File: src/rtl/blink_pkg.sv
// Shared types, constants and the blink-period lookup for blink_sched.
// BLINK_PAUSE_EN adds the S_PAUSE state to the state enum.
package blink_pkg;

    localparam int FLASH_SLOW = 1;
    localparam int FLASH_FAST = 2;

    localparam logic [1:0] IDX_MIN = 2'd0;
    localparam logic [1:0] IDX_MAX = 2'd3;

    localparam logic [6:0] PERIOD_BASE = 7'd8;

    typedef enum logic [1:0] {
        S_OFF   = 2'd0,
        S_ON    = 2'd1
`ifdef BLINK_PAUSE_EN
        , S_PAUSE = 2'd2
`endif
    } state_t;

    // Period in base ticks; index 0 is the 1 s setting in both ranges.
    function automatic logic [6:0] period_ticks(input int flash, input logic [1:0] idx);
        if (flash == FLASH_FAST) begin
            return PERIOD_BASE >> idx;
        end
        return PERIOD_BASE << idx;
    endfunction

endpackage

File: src/rtl/blink_sched_if.sv
// Button inputs and blink/shift outputs of blink_sched.
// BLINK_PAUSE_EN adds the btn_pause level.
interface blink_sched_if;

    logic       btn_left;
    logic       btn_right;
    logic       shift_left;
    logic       shift_right;
    logic [1:0] rate_idx;
    logic       led;
    logic       tick;
`ifdef BLINK_PAUSE_EN
    logic       btn_pause;
`endif

    modport master (
`ifdef BLINK_PAUSE_EN
        output btn_pause,
`endif
        output btn_left,
        output btn_right,
        input  shift_left,
        input  shift_right,
        input  rate_idx,
        input  led,
        input  tick
    );

    modport slave (
`ifdef BLINK_PAUSE_EN
        input  btn_pause,
`endif
        input  btn_left,
        input  btn_right,
        output shift_left,
        output shift_right,
        output rate_idx,
        output led,
        output tick
    );

endinterface

File: src/rtl/btn_edge.sv
// Rising-edge detector for a debounced, clk-synchronous button level.
// A level already high when reset releases is absorbed instead of reported.
module btn_edge (
    input  logic clk,
    input  logic rst,
    input  logic btn,
    output logic rise
);

    logic prev;
    logic armed;

    always_ff @(posedge clk) begin
        if (rst) begin
            prev  <= 1'b0;
            armed <= 1'b0;
        end else begin
            prev  <= btn;
            armed <= 1'b1;
        end
    end

    assign rise = btn & ~prev & armed;

endmodule

File: src/rtl/blink_sched.sv
// LED blink scheduler: base-tick prescaler, button-driven rate index, blink FSM.
// BLINK_PAUSE_EN adds btn_pause and the S_PAUSE state that freezes the blink.
//
// state   | meaning
// S_OFF   | led low, counting toward the next period wrap
// S_ON    | led high, counting toward the next period wrap
// S_PAUSE | led held at led_hold, prescaler and period counter frozen
module blink_sched
    import blink_pkg::*;
#(
    parameter int FLASH    = FLASH_SLOW,
    parameter int TICK_DIV = 12500000
) (
    input  logic          clk,
    input  logic          rst,
    blink_sched_if.slave  bus
);

    localparam int              PRE_W    = (TICK_DIV > 1) ? $clog2(TICK_DIV) : 1;
    localparam logic [PRE_W-1:0] PRE_LAST = PRE_W'(TICK_DIV - 1);

    state_t             state;
    state_t             state_nxt;
    logic [PRE_W-1:0]   pre_cnt;
    logic [6:0]         per_cnt;
    logic [6:0]         period;
    logic [1:0]         rate_idx;
    logic               shift_left_q;
    logic               shift_right_q;
    logic               left_rise;
    logic               right_rise;
    logic               both;
    logic               req_up;
    logic               req_dn;
    logic               acc_up;
    logic               acc_dn;
    logic               rate_chg;
    logic               paused;
    logic               tick_i;
    logic               wrap;
    logic               toggle;
    logic               led_i;

    btn_edge u_edge_left (
        .clk  (clk),
        .rst  (rst),
        .btn  (bus.btn_left),
        .rise (left_rise)
    );

    btn_edge u_edge_right (
        .clk  (clk),
        .rst  (rst),
        .btn  (bus.btn_right),
        .rise (right_rise)
    );

`ifdef BLINK_PAUSE_EN
    logic pause_rise;
    logic led_hold;

    btn_edge u_edge_pause (
        .clk  (clk),
        .rst  (rst),
        .btn  (bus.btn_pause),
        .rise (pause_rise)
    );

    assign paused = (state == S_PAUSE);

    // Captures the level the led would show after this cycle, so a wrap
    // landing on the pause edge is not lost.
    always_ff @(posedge clk) begin
        if (rst) begin
            led_hold <= 1'b0;
        end else if (pause_rise && !paused) begin
            led_hold <= (state == S_ON) ^ toggle;
        end
    end
`else
    assign paused = 1'b0;
`endif

    // Rate requests: simultaneous edges cancel, requests at a bound are dropped.
    assign both     = left_rise & right_rise;
    assign req_up   = (FLASH == FLASH_FAST) ? right_rise : left_rise;
    assign req_dn   = (FLASH == FLASH_FAST) ? left_rise  : right_rise;
    assign acc_up   = req_up & ~both & (rate_idx != IDX_MAX);
    assign acc_dn   = req_dn & ~both & (rate_idx != IDX_MIN);
    assign rate_chg = acc_up | acc_dn;

    always_ff @(posedge clk) begin
        if (rst) begin
            rate_idx      <= IDX_MIN;
            shift_left_q  <= 1'b0;
            shift_right_q <= 1'b0;
        end else begin
            shift_left_q  <= left_rise  & rate_chg;
            shift_right_q <= right_rise & rate_chg;
            if (acc_up) begin
                rate_idx <= rate_idx + 2'd1;
            end else if (acc_dn) begin
                rate_idx <= rate_idx - 2'd1;
            end
        end
    end

    assign period = period_ticks(FLASH, rate_idx);
    assign tick_i = (pre_cnt == PRE_LAST) && !paused;
    assign wrap   = tick_i && (per_cnt == period - 7'd1);
    assign toggle = wrap & ~rate_chg;

    // A rate change restarts the period from zero; led keeps its level.
    always_ff @(posedge clk) begin
        if (rst || rate_chg) begin
            pre_cnt <= '0;
            per_cnt <= '0;
        end else if (!paused) begin
            pre_cnt <= (pre_cnt == PRE_LAST) ? '0 : pre_cnt + 1'b1;
            if (tick_i) begin
                per_cnt <= wrap ? 7'd0 : per_cnt + 7'd1;
            end
        end
    end

    always_ff @(posedge clk) begin
        if (rst) begin
            state <= S_OFF;
        end else begin
            state <= state_nxt;
        end
    end

    always_comb begin
        state_nxt = state;
        case (state)
            S_OFF: begin
                if (toggle) state_nxt = S_ON;
            end
            S_ON: begin
                if (toggle) state_nxt = S_OFF;
            end
`ifdef BLINK_PAUSE_EN
            S_PAUSE: begin
                if (pause_rise) state_nxt = led_hold ? S_ON : S_OFF;
            end
`endif
            default: state_nxt = S_OFF;
        endcase
`ifdef BLINK_PAUSE_EN
        if (pause_rise && !paused) state_nxt = S_PAUSE;
`endif
    end

    always_comb begin
        led_i = 1'b0;
        case (state)
            S_ON:    led_i = 1'b1;
`ifdef BLINK_PAUSE_EN
            S_PAUSE: led_i = led_hold;
`endif
            default: led_i = 1'b0;
        endcase
    end

    assign bus.led         = led_i;
    assign bus.tick        = tick_i;
    assign bus.rate_idx    = rate_idx;
    assign bus.shift_left  = shift_left_q;
    assign bus.shift_right = shift_right_q;

endmodule
File: src/flat_wrapper.sv
// flat-port wrapper written by rule: the top's interface ports become plain ports
module blink_sched_flat import blink_pkg::*;
#(
    parameter int FLASH    = FLASH_SLOW,
    parameter int TICK_DIV = 12500000
)
  (clk, rst, bus_btn_left, bus_btn_right, bus_shift_left, bus_shift_right, bus_rate_idx, bus_led, bus_tick);
  blink_sched_if bus_i ();
  input  logic clk;
  input  logic rst;
  input wire logic [$bits(bus_i.btn_left)-1:0] bus_btn_left;
  input wire logic [$bits(bus_i.btn_right)-1:0] bus_btn_right;
  output wire logic [$bits(bus_i.shift_left)-1:0] bus_shift_left;
  output wire logic [$bits(bus_i.shift_right)-1:0] bus_shift_right;
  output wire logic [$bits(bus_i.rate_idx)-1:0] bus_rate_idx;
  output wire logic [$bits(bus_i.led)-1:0] bus_led;
  output wire logic [$bits(bus_i.tick)-1:0] bus_tick;
  assign bus_i.btn_left = bus_btn_left;
  assign bus_i.btn_right = bus_btn_right;
  assign bus_shift_left = bus_i.shift_left;
  assign bus_shift_right = bus_i.shift_right;
  assign bus_rate_idx = bus_i.rate_idx;
  assign bus_led = bus_i.led;
  assign bus_tick = bus_i.tick;
  blink_sched #(.FLASH(FLASH), .TICK_DIV(TICK_DIV)) u_core (.clk(clk), .rst(rst), .bus(bus_i));
endmodule
File: config.mk
export PLATFORM = sky130hd
export DESIGN_NAME = blink_sched_flat
export DESIGN_NICKNAME = d
export VERILOG_FILES = /design/src/rtl/blink_pkg.sv /design/src/rtl/blink_sched_if.sv /design/src/rtl/btn_edge.sv /design/src/rtl/blink_sched.sv /design/src/flat_wrapper.sv
export SDC_FILE = /design/constraint.sdc
export NUM_CORES = 1
export LEC_CHECK = 0
export ABC_AREA = 1
export CORE_MARGIN = 1.5
export CORE_UTILIZATION = 35
export DETAILED_ROUTE_END_ITERATION = 8
export DONT_BUFFER_PORTS = 1
export GPL_TIMING_DRIVEN = 0
export PLACE_DENSITY = 0.54
export SYNTH_ARGS = -nofsm -noshare
export SYNTH_HDL_FRONTEND = slang
export SYNTH_SLANG_ARGS = --single-unit
File: constraint.sdc
create_clock -name clk -period 4.05 [get_ports clk]
set_clock_uncertainty 0.2 [all_clocks]
set_input_delay 0.2025 -clock clk [delete_from_list [all_inputs] [get_ports clk]]
set_output_delay 0.2025 -clock clk [all_outputs]
set_load 0.03 [all_outputs]
* Yosys cells after proc, flatten, opt, wreduce, memory -nomap -nowiden
Index checks and enable logic that the tools add are counted.
** Word-level totals
- Bits in registers :: 40
- Input port bits :: 4
- Output and inout port bits :: 6
- Logic and storage cells :: 53
** Cells by class
- Add/sub/neg operators :: 5
- Equality and inequality tests :: 6
- Shifts and indexed selects :: 1
- Muxes and demuxes :: 8
- Bitwise gates (word level) :: 17
- Reduce and logical (&&, ||, !) cells :: 7
** Operators with widths (number)
- 24-bit by 1-bit adder with 24-bit output (second input constant) :: 1
- 24-bit equality test (second input constant) :: 1
- 1-bit bitwise AND :: 12
- 2-bit 2-to-1 mux :: 4
- 7-bit by 1-bit adder with 7-bit output (second input constant) :: 1
- 7-bit equality test :: 1
- 7-bit 2-to-1 mux :: 1
- 4-bit by 2-bit left shift with 7-bit output (first input constant) :: 1
- 7-bit by 1-bit subtractor with 7-bit output (second input constant) :: 1
- 2-bit by 1-bit inequality test with 1-bit output (second input constant) :: 2
- 1-bit NOT :: 4
- 2-bit one-hot mux with 2 select lines :: 1
- 2-bit nonzero test :: 2
- 2-bit by 1-bit adder with 2-bit output (second input constant) :: 1
- 2-bit by 1-bit equality test with 1-bit output (second input constant) :: 1
- 2-bit zero test :: 1
- 1-bit 2-to-1 mux :: 2
- 2-bit inequality test (second input constant) :: 1
- 2-bit AND reduction :: 1
- 2-bit OR reduction :: 1
- 2-bit by 1-bit subtractor with 2-bit output (second input constant) :: 1
- 1-bit logical AND :: 1
- 1-bit logical OR :: 1
- 1-bit OR :: 1

* Longest topological paths before layout
Gate-level depths: netlist of run 1.
- Word-level depth :: 12
- Depth in mapped cells :: 9
- Depth with buffers taken out :: 9

* By module
Synthesis of run 1 repeated with hierarchy kept, for this count alone.
** Second synthesis, totals
- Cells, all modules :: 298
- Area total of the unflattened synthesis :: 2118.3 um^2
** By module, submodules not included
- blink_sched :: instances 1, cells an instance 284, area an instance 1995.7 um^2, sequential area each 720.7 um^2
- btn_edge :: instances 2, cells an instance 7, area an instance 61.3 um^2, sequential area each 40.0 um^2

* Worst setup path after synthesis of run 1
Ideal clock, no wire load.
- Path type :: reg-to-reg
- From :: register u_core.pre_cnt[0]
- To :: register u_core.per_cnt[2]
- Setup time :: 115 ps
- Arrival :: 1524 ps
- Data required time :: 3735 ps
- Slack :: 2212 ps
- Stages on the path, launching flop included :: 9
- Path buffers :: 0
- Clock period less this slack :: 1838 ps
- Path through :: dfxtp_1 -> ha_1 -> nand3_4 -> nor3_2 -> nand3_4 -> inv_1 -> nand3_1 -> nand2_1 -> nor2_1
** On the way
- Longest elaborated chain between the ends :: 3
** Ends and longest elaborated chain
- start: declaration :: line blink_sched.sv:24 : logic [PRE_W-1:0] pre_cnt;
- start signal: assignment :: line blink_sched.sv:119 : pre_cnt <= (pre_cnt == PRE_LAST) ? '0 : pre_cnt + 1'b1;
- 24-bit equality test (*) :: line blink_sched.sv:109 : assign tick_i = (pre_cnt == PRE_LAST) && !paused;
- named net bus_tick :: line flat_wrapper.sv:17 : output wire logic [$bits(bus_i.tick)-1:0] bus_tick;
- 1-bit logical AND :: line blink_sched.sv:110 : assign wrap = tick_i && (per_cnt == period - 7'd1);
- 7-bit 2-to-1 mux :: line blink_sched.sv:121 : per_cnt <= wrap ? 7'd0 : per_cnt + 7'd1;
- end signal: assignment :: line blink_sched.sv:121
- end: declaration :: line blink_sched.sv:25 : logic [6:0] per_cnt;
Mark *: on every way through the listed nets, which the timed path passes. The rest lies on a longest branch.
A chain may end at the register's enable or synchronous reset.

* Worst setup path after layout of run 1
- From :: register u_core.pre_cnt[0]
- To :: output bus_tick
** On the way
- Longest elaborated chain between the ends :: 1
** Ends and longest elaborated chain (line)
- 24-bit equality test :: blink_sched.sv:109
- end: declaration :: flat_wrapper.sv:17
Every way passes these cells.

==> results.py, run 1 <==
metrics = {
    "cts": {
        "cts_buffer_depth": 2,
        "cts.clk_slew.worst_paths_ns": 0.07,
        "tritoncts": "built",
        "cts-root-buf": "clkbuf_8",
        "clock_latency_ns": 0.28,
        "cts_max_level": 2,
        "cts_sinks": 39,
        "cts_buffers": 5,
    },
    "critical_path": {
        "worstSetupPathType": "reg -> out",
        "crit_slowest_cell": "dfxtp_1",
        "crit_fanout": 8,
        "required_ns": 3.65,
        "crit_path_end_kind": "output port",
        "path_buf_inv": 1,
        "critical-path-top-delay-family": "simple AND/OR/NAND/NOR gates",
        "worst_ep_arrival_time_ns": 1.78,
        "crit_path_max_incr_delay_ns": 0.37,
        "start_kind": "register",
        "crit_chain": "ha_1 -> nand3_4 -> nor3_2 -> nand3_4 -> inv_1",
        "cp_common_cell": "nand3_4",
    },
    "yosys": {
        "synth_nets": 331,
        "synth-main-ff-cell": "dfxtp_1",
        "yosys.area.top_type": "dfxtp_1",
        "synth.top_cells.by_count": "nand2_1 (71), nor2_1 (70), inv_1 (40)",
        "synthesis.area_mm2": 0.00214,
        "synth_most_common_cell": "nand2_1",
        "async_flop_share_pct": 0,
        "synth_top_area_share_pct": 36.5,
        "synth_area_per_cell_um2": 6.58,
        "ys_types": 29,
        "syn-instance-count": 325,
        "yosysWarningCount": 0,
        "yosys-top-cells-area": "dfxtp_1 (37%), nand2_1 (12%), nor2_1 (12%)",
        "ys_seq_area_share_pct": 36.5,
        "synth_edf_count": 0,
        "ys_ff_latch": 39,
    },
    "run_status": {
        "outcome": "finished, final reports clean",
    },
    "run": {
        "drv_cap": 0,
    },
    "sta": {
        "drv_slew": 0,
        "hold_violations": 0,
        "rsz0062_at_grt": "no",
        "post-route-min-period_ns": 2.18,
        "period_share_pct": 53.8,
        "worst_pin_slew_ns": 0.479,
        "timing.final.ws_setup_ns": 1.87,
        "slew_headroom_pct": 67.8,
        "setup-violations-final": 0,
        "tns_ns": 0,
        "maxClockFrequency_ghz": 0.459,
    },
    "placement": {
        "dpl.hpwl_um": 3560,
        "portBuffers": 0,
        "place_area_mm2": 0.00223,
        "dp_slack_ns": 2.00,
        "routabilityCongestion": 0.902,
    },
    "pwr": {
        "vdd_drop_max_mv": 0.143,
        "power_density_mw_per_mm2": 295,
        "p_clk_share_pct": 38.0,
        "p_int_w": 0.000534,
        "p_comb_share_pct": 4.9,
        "pwr-share-seq_pct": 57.2,
        "switching_power_w": 0.000159,
        "p_sw_share_pct": 22.9,
        "power.static_leakage_nw": 0.923,
    },
    "grt": {
        "grt_start_max_net_pins": 12,
        "grt_overflow": 0,
        "grtUsageTotal_pct": 15.5,
        "grt_pass1_wl_um": 7870,
        "antenna_found_initial": 0,
        "grt_pass1_vias": 1741,
    },
    "route": {
        "via_count": 1948,
        "vias_per_cell": 4.75,
        "dr.pass1.iters": 4,
        "drc_errors": 0,
        "dr.first_iter.drc_count": 108,
        "wl_per_cell_um": 11.2,
        "ant_nets": 0,
        "drt-total-wl_um": 4610,
    },
    "floorplanning": {
        "io_pins": 10,
        "placementRows": 28,
        "die_width_um": 81.1,
        "die_h_um": 81.1,
        "coreArea_mm2": 0.00592,
        "die_area_mm2": 0.00658,
        "initial_core_util_pct": 36.1,
    },
    "cells_and_area": {
        "finalInstanceArea_mm2": 0.00235,
        "syn_to_final_growth_pct": 9.89,
        "fillers": 644,
        "fin_util_pct": 39.7,
        "seq_area_um2": 781,
        "multi_input_area_mm2": 0.00115,
        "nets": 341,
        "drive_gt1_share_pct": 9.85,
        "antenna_cells": 0,
    },
    "min_path": {
        "hp-class": "in -> reg",
    },
}
## flip-flops by register name, summed over array words and instances (netlist names)
| name | count |
|---|---|
| u_core.per_cnt | 7 |
| u_core.state | 1 |
| u_core.u_edge_right.prev | 1 |
| u_core.bus.rate_idx | 2 |
| u_core.u_edge_left.prev | 1 |
| u_core.bus.shift_right | 1 |
| u_core.bus.shift_left | 1 |
| u_core.u_edge_left.armed | 1 |
| u_core.pre_cnt | 24 |
## logic make-up after synthesis
kind of cell               Yosys count  synth area share (%)
DFF                                 39                  36.5
buffers and inverters               49                  9.48
AOI/OAI and AO/OA                   22                  5.21
and+or+nand+nor                    204                  43.9
adders and majority gates            2                  1.17
xor gates and xnor gates             9                  3.69
## per-layer routing
| metal | track usage [%] | part of all wire (%) | up-vias |
|---|---|---|---|
| li1 | - | - | 1037 |
| met1 | 21.1 | 50 | 882 |
| met2 | 24.0 | 45 | 27 |
| met3 | 4.16 | 3.8 | 2 |
| met4 | 4.48 | 0.59 | 0 |
| met5 | 0 | 0 | - |
## cells in the final DEF, fill, tap and decap left out, types with 5 or more instances in the layout
cell type  instances
o21ai_0            7
nor2_1            70
clkbuf_8           6
a21oi_1           13
nor2_2             5
dfxtp_1           39
xor2_1             6
inv_1             40
nand3_1           20
nor3_1            11
nand4_1            9
nand2_1           71
## worst paths after layout
check                                                   from                               end  slack, ns  cells past startpoint
worst min register to register  u_core.pre_cnt[0]$_SDFF_PP0_      u_core.pre_cnt[0]$_SDFF_PP0_       0.26                      1
worst max-delay path            u_core.pre_cnt[0]$_SDFF_PP0_                          bus_tick       1.87                      5
worst max register to register  u_core.pre_cnt[0]$_SDFF_PP0_    u_core.per_cnt[2]$_SDFFE_PP0P_       2.02                      8
worst min-delay path                           bus_btn_right  u_core.bus.shift_left$_SDFF_PP0_       0.01                      3
## power groups by stage
stage                     sequential, W  combinational (W)  clock, W
after floorplan                0.000405          0.0000237         0
after global placement         0.000406          0.0000301         0
after detailed placement       0.000406          0.0000305         0
after CTS                      0.000397          0.0000342  0.000276
after global routing           0.000397          0.0000389  0.000291
final                          0.000397          0.0000336  0.000263
## per-stage QoR
stage | hold slack, ns | power (W) | cells
final | 0.0137 | 0.000693 | 410
after global routing | 0.0265 | 0.000727 | 410
after CTS | 0.00304 | 0.000707 | 410
after detailed placement | 0.0748 | 0.000436 | 400
after global placement | 0.0738 | 0.000436 | 400
after floorplan | 0.0716 | 0.000428 | 325
## layout make-up
| class | count | share of cell area, % |
|---|---|---|
| buffer | 5 | 1.60 |
| clock buffer | 6 | 3.52 |
| clock inverter | 1 | 0.213 |
| inverter | 44 | 7.03 |
| multi-input combinational | 237 | 49.1 |
| sequential | 39 | 33.2 |
| tap | 75 | 4.00 |
| timing repair buffer | 3 | 1.28 |
## timing repair
| item | CTS | global route |
|---|---|---|
| endpoints found under the hold margin | 11 | 0 |
| hold buffers | 3 | 0 |
| setup buffers | 0 | 0 |
| resized for setup | 0 | 0 |
## worst register-to-register path: stages (launching register included)
cell and delay, ns:
dfxtp_1 0.37, ha_1 0.33, nand3_4 0.16, nor3_2 0.20, nand3_4 0.15, inv_1 0.28
nand3_1 0.11, nand2_1 0.09, nor2_1 0.04
(Power assumes the default switching activity.)
==> run 2: changes to the inputs <==
- clock period: 4.05 -> 2.2 ns (I/O delays scaled with it)
==> run 2 against run 1 <==
Against the previous run:
- final cell count increased by 0.24%
- sequential power is 84% higher
- largest cell class unchanged
- final area rose by 0.59%
- count of clock-buffer cells in the layout unchanged
- register-to-register slack got worse by 1.8 ns
- non-clock buffer count increased by 1
- utilization up 0.23 points
- clock power is 84% higher
- global-route usage about the same
- hold slack better by 0.25 ns
- routed wire length up 0.65%
- power up 84%
==> results.py, run 2 (synthesized netlist as in run 1, its figures left out) <==
metrics = {
    "pwr": {
        "pwr-share-seq_pct": 57.1,
        "vdd_drop_max_mv": 0.264,
        "p_clk_share_pct": 37.9,
        "p_sw_share_pct": 22.9,
        "p_int_w": 0.000984,
        "power.static_leakage_nw": 0.919,
        "switching_power_w": 0.000293,
        "p_comb_share_pct": 4.9,
        "total_power_w": 0.00128,
        "power_density_mw_per_mm2": 541,
    },
    "cells_and_area": {
        "top_regs": "u_core.pre_cnt x24, u_core.per_cnt x7, u_core.bus.rate_idx x2",
        "mostFrequentLayoutCell": "nand2_1",
        "antenna_cells": 0,
        "final_cell_mix": "nand2_1 (71), nor2_1 (70), inv_1 (39), dfxtp_1 (39), nand3_1 (20)",
        "top_register": "u_core.pre_cnt",
        "nets": 342,
        "syn_to_final_growth_pct": 10.5,
        "fin_util_pct": 39.9,
        "largest_register_ff_count": 24,
        "fillers": 643,
        "drive_gt1_share_pct": 10.1,
    },
    "grt": {
        "grt.met1_usage_pct": 21.1,
        "grt.met2_usage_pct": 24.2,
        "grt_start_max_net_pins": 12,
        "grt.busiest_layer": "met2",
        "grt_pass1_vias": 1750,
        "antenna_found_initial": 0,
        "use_met3_pct": 4.16,
        "grtUsageTotal_pct": 15.6,
        "grt_pass1_wl_um": 7880,
        "grt_overflow": 0,
    },
    "floorplanning": {
        "initial_core_util_pct": 36.1,
        "placementRows": 28,
        "coreArea_mm2": 0.00592,
        "io_pins": 10,
        "die_area_mm2": 0.00658,
        "die_width_um": 81.1,
        "die_h_um": 81.1,
    },
    "route": {
        "vias_per_cell": 4.78,
        "via_count": 1963,
        "wl_per_cell_um": 11.3,
        "ant_nets": 0,
        "dr.first_iter.drc_count": 92,
        "dr.pass1.iters": 4,
        "drc_errors": 0,
        "drt-total-wl_um": 4640,
    },
    "sta": {
        "tns_ns": 0,
        "rsz0062_at_grt": "no",
        "maxClockFrequency_ghz": 0.493,
        "hold_violations": 0,
        "drv_slew": 0,
        "setup-violations-final": 0,
        "slew_headroom_pct": 67.8,
        "period_share_pct": 92.1,
        "worst_pin_slew_ns": 0.479,
        "post-route-min-period_ns": 2.03,
    },
    "cts": {
        "cts_buffers": 5,
        "tritoncts": "built",
        "cts_sinks": 39,
        "cts-root-buf": "clkbuf_8",
        "cts_buffer_depth": 2,
        "clock_latency_ns": 0.28,
        "cts.clk_slew.worst_paths_ns": 0.07,
        "cts_max_level": 2,
        "cts_setup_buffers": 0,
    },
    "min_path": {
        "min-delay-start": "u_core.pre_cnt[0]$_SDFF_PP0_",
        "hp-class": "reg -> reg",
    },
    "critical_path": {
        "worstSetupPathType": "reg -> out",
        "rr_startpoint": "u_core.pre_cnt[0]$_SDFF_PP0_",
        "required_ns": 1.89,
        "start_kind": "register",
        "crit_path_end_kind": "output port",
        "crit_fanout": 8,
        "cp-startpoint": "u_core.pre_cnt[0]$_SDFF_PP0_",
        "worst_ep_arrival_time_ns": 1.72,
    },
    "placement": {
        "routabilityCongestion": 0.902,
        "portBuffers": 0,
        "dpl.hpwl_um": 3560,
    },
    "run_status": {
        "outcome": "finished, final reports clean",
    },
    "run": {
        "drv_cap": 0,
    },
}
## run 2: worst paths after layout
path	slack (ns)	cells past startpoint	endpoint
worst min-delay path	0.26	1	u_core.pre_cnt[0]$_SDFF_PP0_
worst max-delay path	0.17	5	bus_tick
worst min register to register	0.26	1	u_core.pre_cnt[0]$_SDFF_PP0_
worst max register to register	0.18	8	u_core.pre_cnt[16]$_SDFF_PP0_
## run 2: cell type report
cell class                 count  area [um2]  share of cell area, %
multi-input combinational    237        1150                   48.8
sequential                    39         781                   33.1
inverter                      44         169                   7.15
tap                           75        93.8                   3.97
clock buffer                   6        82.6                   3.50
timing repair buffer           4        40.0                   1.69
buffer                         5        37.5                   1.59
clock inverter                 1        5.00                  0.212
## run 2: repair_timing
action                                  in CTS  in global routing
endpoints found under the setup margin       0                  1
endpoints found under the hold margin       28                  0
hold buffers                                 4                  0
gates resized for setup                      0                  1
## run 2: routing by layer
| layer | wire [um] | share of wire, % |
|---|---|---|
| met1 | 2320 | 50 |
| met2 | 2100 | 45 |
| met3 | 188 | 4.1 |
| met4 | 27 | 0.58 |
| met5 | 0 | 0 |
## run 2: critical path: stages (launching register included)
cell        delay (ns)
dfxtp_1           0.37
ha_1              0.33
nand3_4           0.16
nor3_2            0.19
nand3_4           0.17
clkinvlp_4        0.21
## run 2: metrics by stage
step / hold WS (ns) / area [um2] / setup WS, ns / instances
3_3_place_gp: -0.0187 / 2230 / 0.172 / 400
2_1_floorplan: -0.0209 / 2140 / 0.362 / 325
5_1_grt: 0.303 / 2360 / 0.0182 / 411
6_report: 0.262 / 2360 / 0.174 / 411
3_5_place_dp: -0.0177 / 2230 / 0.146 / 400
4_1_cts: 0.272 / 2360 / 0.0555 / 411
## run 2: power groups by stage
stage / Combinational [W] / Sequential (W) / Clock (W)
6_report: 0.0000631 / 0.000730 / 0.000485
5_1_grt: 0.0000724 / 0.000731 / 0.000536
4_1_cts: 0.0000637 / 0.000730 / 0.000509
3_5_place_dp: 0.0000562 / 0.000747 / 0
3_3_place_gp: 0.0000554 / 0.000746 / 0
2_1_floorplan: 0.0000437 / 0.000745 / 0
==> run 3: changes to the inputs <==
- SYNTH_HIERARCHICAL: default -> 1
==> run 3 against run 2 <==
Against the previous run:
- register-to-register slack improved by 0.15 ns
- combinational power increased by 22%
- area after synthesis decreased by 0.88%
- sequential cell count increased by 1
- maximum frequency increased by 4.7%
- die area decreased by 0.85%
- count of clock-buffer cells in the layout decreased by 1
- setup slack improved by 0.091 ns
==> results.py, run 3 <==
metrics = {
    "run_status": {
        "outcome": "finished, final reports clean",
    },
    "cells_and_area": {
        "top_regs": "u_core/pre_cnt x24, u_core/per_cnt x7, u_core/bus.rate_idx x2",
        "nets": 314,
        "fillers": 626,
        "antenna_cells": 0,
        "fin_util_pct": 39.6,
        "syn_to_final_growth_pct": 9.98,
        "top_register": "u_core/pre_cnt",
        "mostFrequentLayoutCell": "nor2_1",
        "final_cells": 384,
        "largest_register_ff_count": 24,
        "final_cell_mix": "nor2_1 (52), nand2_1 (50), inv_1 (47)",
        "drive_gt1_share_pct": 16.8,
    },
    "floorplanning": {
        "die_width_um": 80.8,
        "io_pins": 10,
        "coreArea_mm2": 0.00589,
        "die_area_mm2": 0.00653,
        "placementRows": 28,
        "die_h_um": 80.8,
        "initial_core_util_pct": 36.0,
    },
    "yosys": {
        "async_flop_share_pct": 0,
        "synth_simple_gate_area_share_pct": 36.8,
        "yosys.area_share.adder_pct": 1.18,
        "synth_top_family_by_area": "simple AND/OR/NAND/NOR gates",
        "synthesis.area_mm2": 0.00212,
        "synth-xor-area-share_pct": 4.55,
        "synth_most_common_cell": "nor2_1",
        "synth_compound_area_share_pct": 10.0,
        "yosys.area.top_type": "dfxtp_1",
        "synth-main-ff-cell": "dfxtp_1",
        "ys_seq_area_share_pct": 37.8,
        "synth.area.mux_share_pct": 0,
        "yosysWarningCount": 6,
        "synth_top_area_share_pct": 37.8,
        "synth_area_per_cell_um2": 7.11,
        "synth.top_cells.by_count": "nor2_1 (52), nand2_1 (50), inv_1 (47)",
        "syn-instance-count": 298,
        "yosys-top-cells-area": "dfxtp_1 (38%), nor2_1 (9.2%), nand2_1 (8.9%)",
        "synth_edf_count": 0,
        "ys_ff_latch": 40,
        "ys_types": 28,
        "synth_nets": 304,
    },
    "sta": {
        "post-route-min-period_ns": 1.94,
        "setup-violations-final": 0,
        "tns_ns": 0,
        "period_share_pct": 88.0,
        "slew_headroom_pct": 66.2,
        "hold_violations": 0,
        "maxClockFrequency_ghz": 0.517,
        "worst_pin_slew_ns": 0.506,
        "drv_slew": 0,
        "rsz0062_at_grt": "no",
    },
    "critical_path": {
        "required_ns": 1.89,
        "start_kind": "register",
        "crit_fanout": 5,
        "crit_path_end_kind": "output port",
        "worst_ep_arrival_time_ns": 1.63,
        "worstSetupPathType": "reg -> out",
    },
    "min_path": {
        "hp-class": "reg -> reg",
    },
    "pwr": {
        "vdd_drop_max_mv": 0.270,
        "power.static_leakage_nw": 0.923,
        "power_density_mw_per_mm2": 563,
    },
    "cts": {
        "tritoncts": "built",
        "clock_latency_ns": 0.29,
        "cts_setup_buffers": 0,
        "cts.clk_slew.worst_paths_ns": 0.08,
        "cts-root-buf": "clkbuf_8",
        "cts_sinks": 40,
        "cts_buffers": 5,
        "cts_max_level": 2,
        "cts_buffer_depth": 2,
    },
    "route": {
        "drt-total-wl_um": 4220,
        "wl_per_cell_um": 11.0,
        "vias_per_cell": 4.55,
        "ant_nets": 0,
        "dr.pass1.iters": 4,
        "drc_errors": 0,
        "via_count": 1746,
        "dr.first_iter.drc_count": 50,
    },
    "grt": {
        "antenna_found_initial": 0,
        "grt_overflow": 0,
        "grtUsageTotal_pct": 14.9,
        "grt_pass1_wl_um": 7470,
        "grt_pass1_vias": 1653,
        "grt_start_max_net_pins": 14,
    },
    "placement": {
        "routabilityCongestion": 0.824,
        "dpl.hpwl_um": 3130,
        "place_inst": 373,
        "portBuffers": 0,
    },
    "run": {
        "drv_cap": 0,
    },
}
[run 3: logic make-up (layout without fill, tap and decap cells)]
group,after synthesis,count (layout)
buffers and inverters,51,62
AND/OR/NAND/NOR,163,163
flip-flops,40,40
adder cells (fa/ha/maj),2,2
AO/OA/AOI/OAI,31,31
XOR/XNOR,11,11
[run 3: routing by layer]
metal / vias up / track usage (%) / wire length (um)
met5: - / 0 / 0
met4: 0 / 3.10 / 25
met3: 2 / 3.82 / 124
met2: 17 / 25.5 / 1950
met1: 772 / 18.8 / 2110
li1: 955 / - / -
[run 3: cell type report]
| type | count | area (um2) | area share [%] |
|---|---|---|---|
| plain buffers | 2 | 20.0 | 0.859 |
| inverters | 49 | 184 | 7.89 |
| clock buffers | 5 | 68.8 | 2.95 |
| clock inverters | 3 | 18.8 | 0.806 |
| well taps | 75 | 93.8 | 4.03 |
| flip-flops and latches | 40 | 801 | 34.4 |
| multi-input cells | 207 | 1110 | 47.8 |
| repair buffers | 3 | 30.0 | 1.29 |
[run 3: worst max-delay path, cell delays in order, from the launching register on]
cell and delay (ns):
dfxtp_1 0.36, ha_1 0.20, nand3_1 0.17, nor2_2 0.17, nand3_2 0.18, inv_1 0.26
[run 3: stage by stage]
stage               cell area, um2  power [W]  worst slack, ns  hold slack, ns
finish                        2330    0.00131            0.265           0.254
global route                  2330    0.00140            0.101           0.293
CTS                           2330    0.00134            0.224           0.258
detailed placement            2210   0.000836            0.328         -0.0293
global placement              2210   0.000835            0.339         -0.0318
floorplan                     2120   0.000822            0.539         -0.0335
[run 3: path summary, 6_finish.rpt]
check                                                   from                       endpoint  slack [ns]  cells after the start
worst min-delay path            u_core/pre_cnt[0]$_SDFF_PP0_   u_core/pre_cnt[0]$_SDFF_PP0_        0.25                      1
worst max register to register  u_core/pre_cnt[0]$_SDFF_PP0_  u_core/pre_cnt[15]$_SDFF_PP0_        0.33                      7
worst max-delay path            u_core/pre_cnt[0]$_SDFF_PP0_                       bus_tick        0.26                      5
worst min register to register  u_core/pre_cnt[0]$_SDFF_PP0_   u_core/pre_cnt[0]$_SDFF_PP0_        0.25                      1
[run 3: what timing repair did]
item                      in CTS  in global routing
resized for setup              0                  0
hold endpoints to repair      20                  0
hold buffers                   3                  0
[run 3: power breakdown]
part | switching (W) | internal [W]
clock network | 0.000266 | 0.000221
logic | 0.0000477 | 0.0000292
registers | 0.0000136 | 0.000735
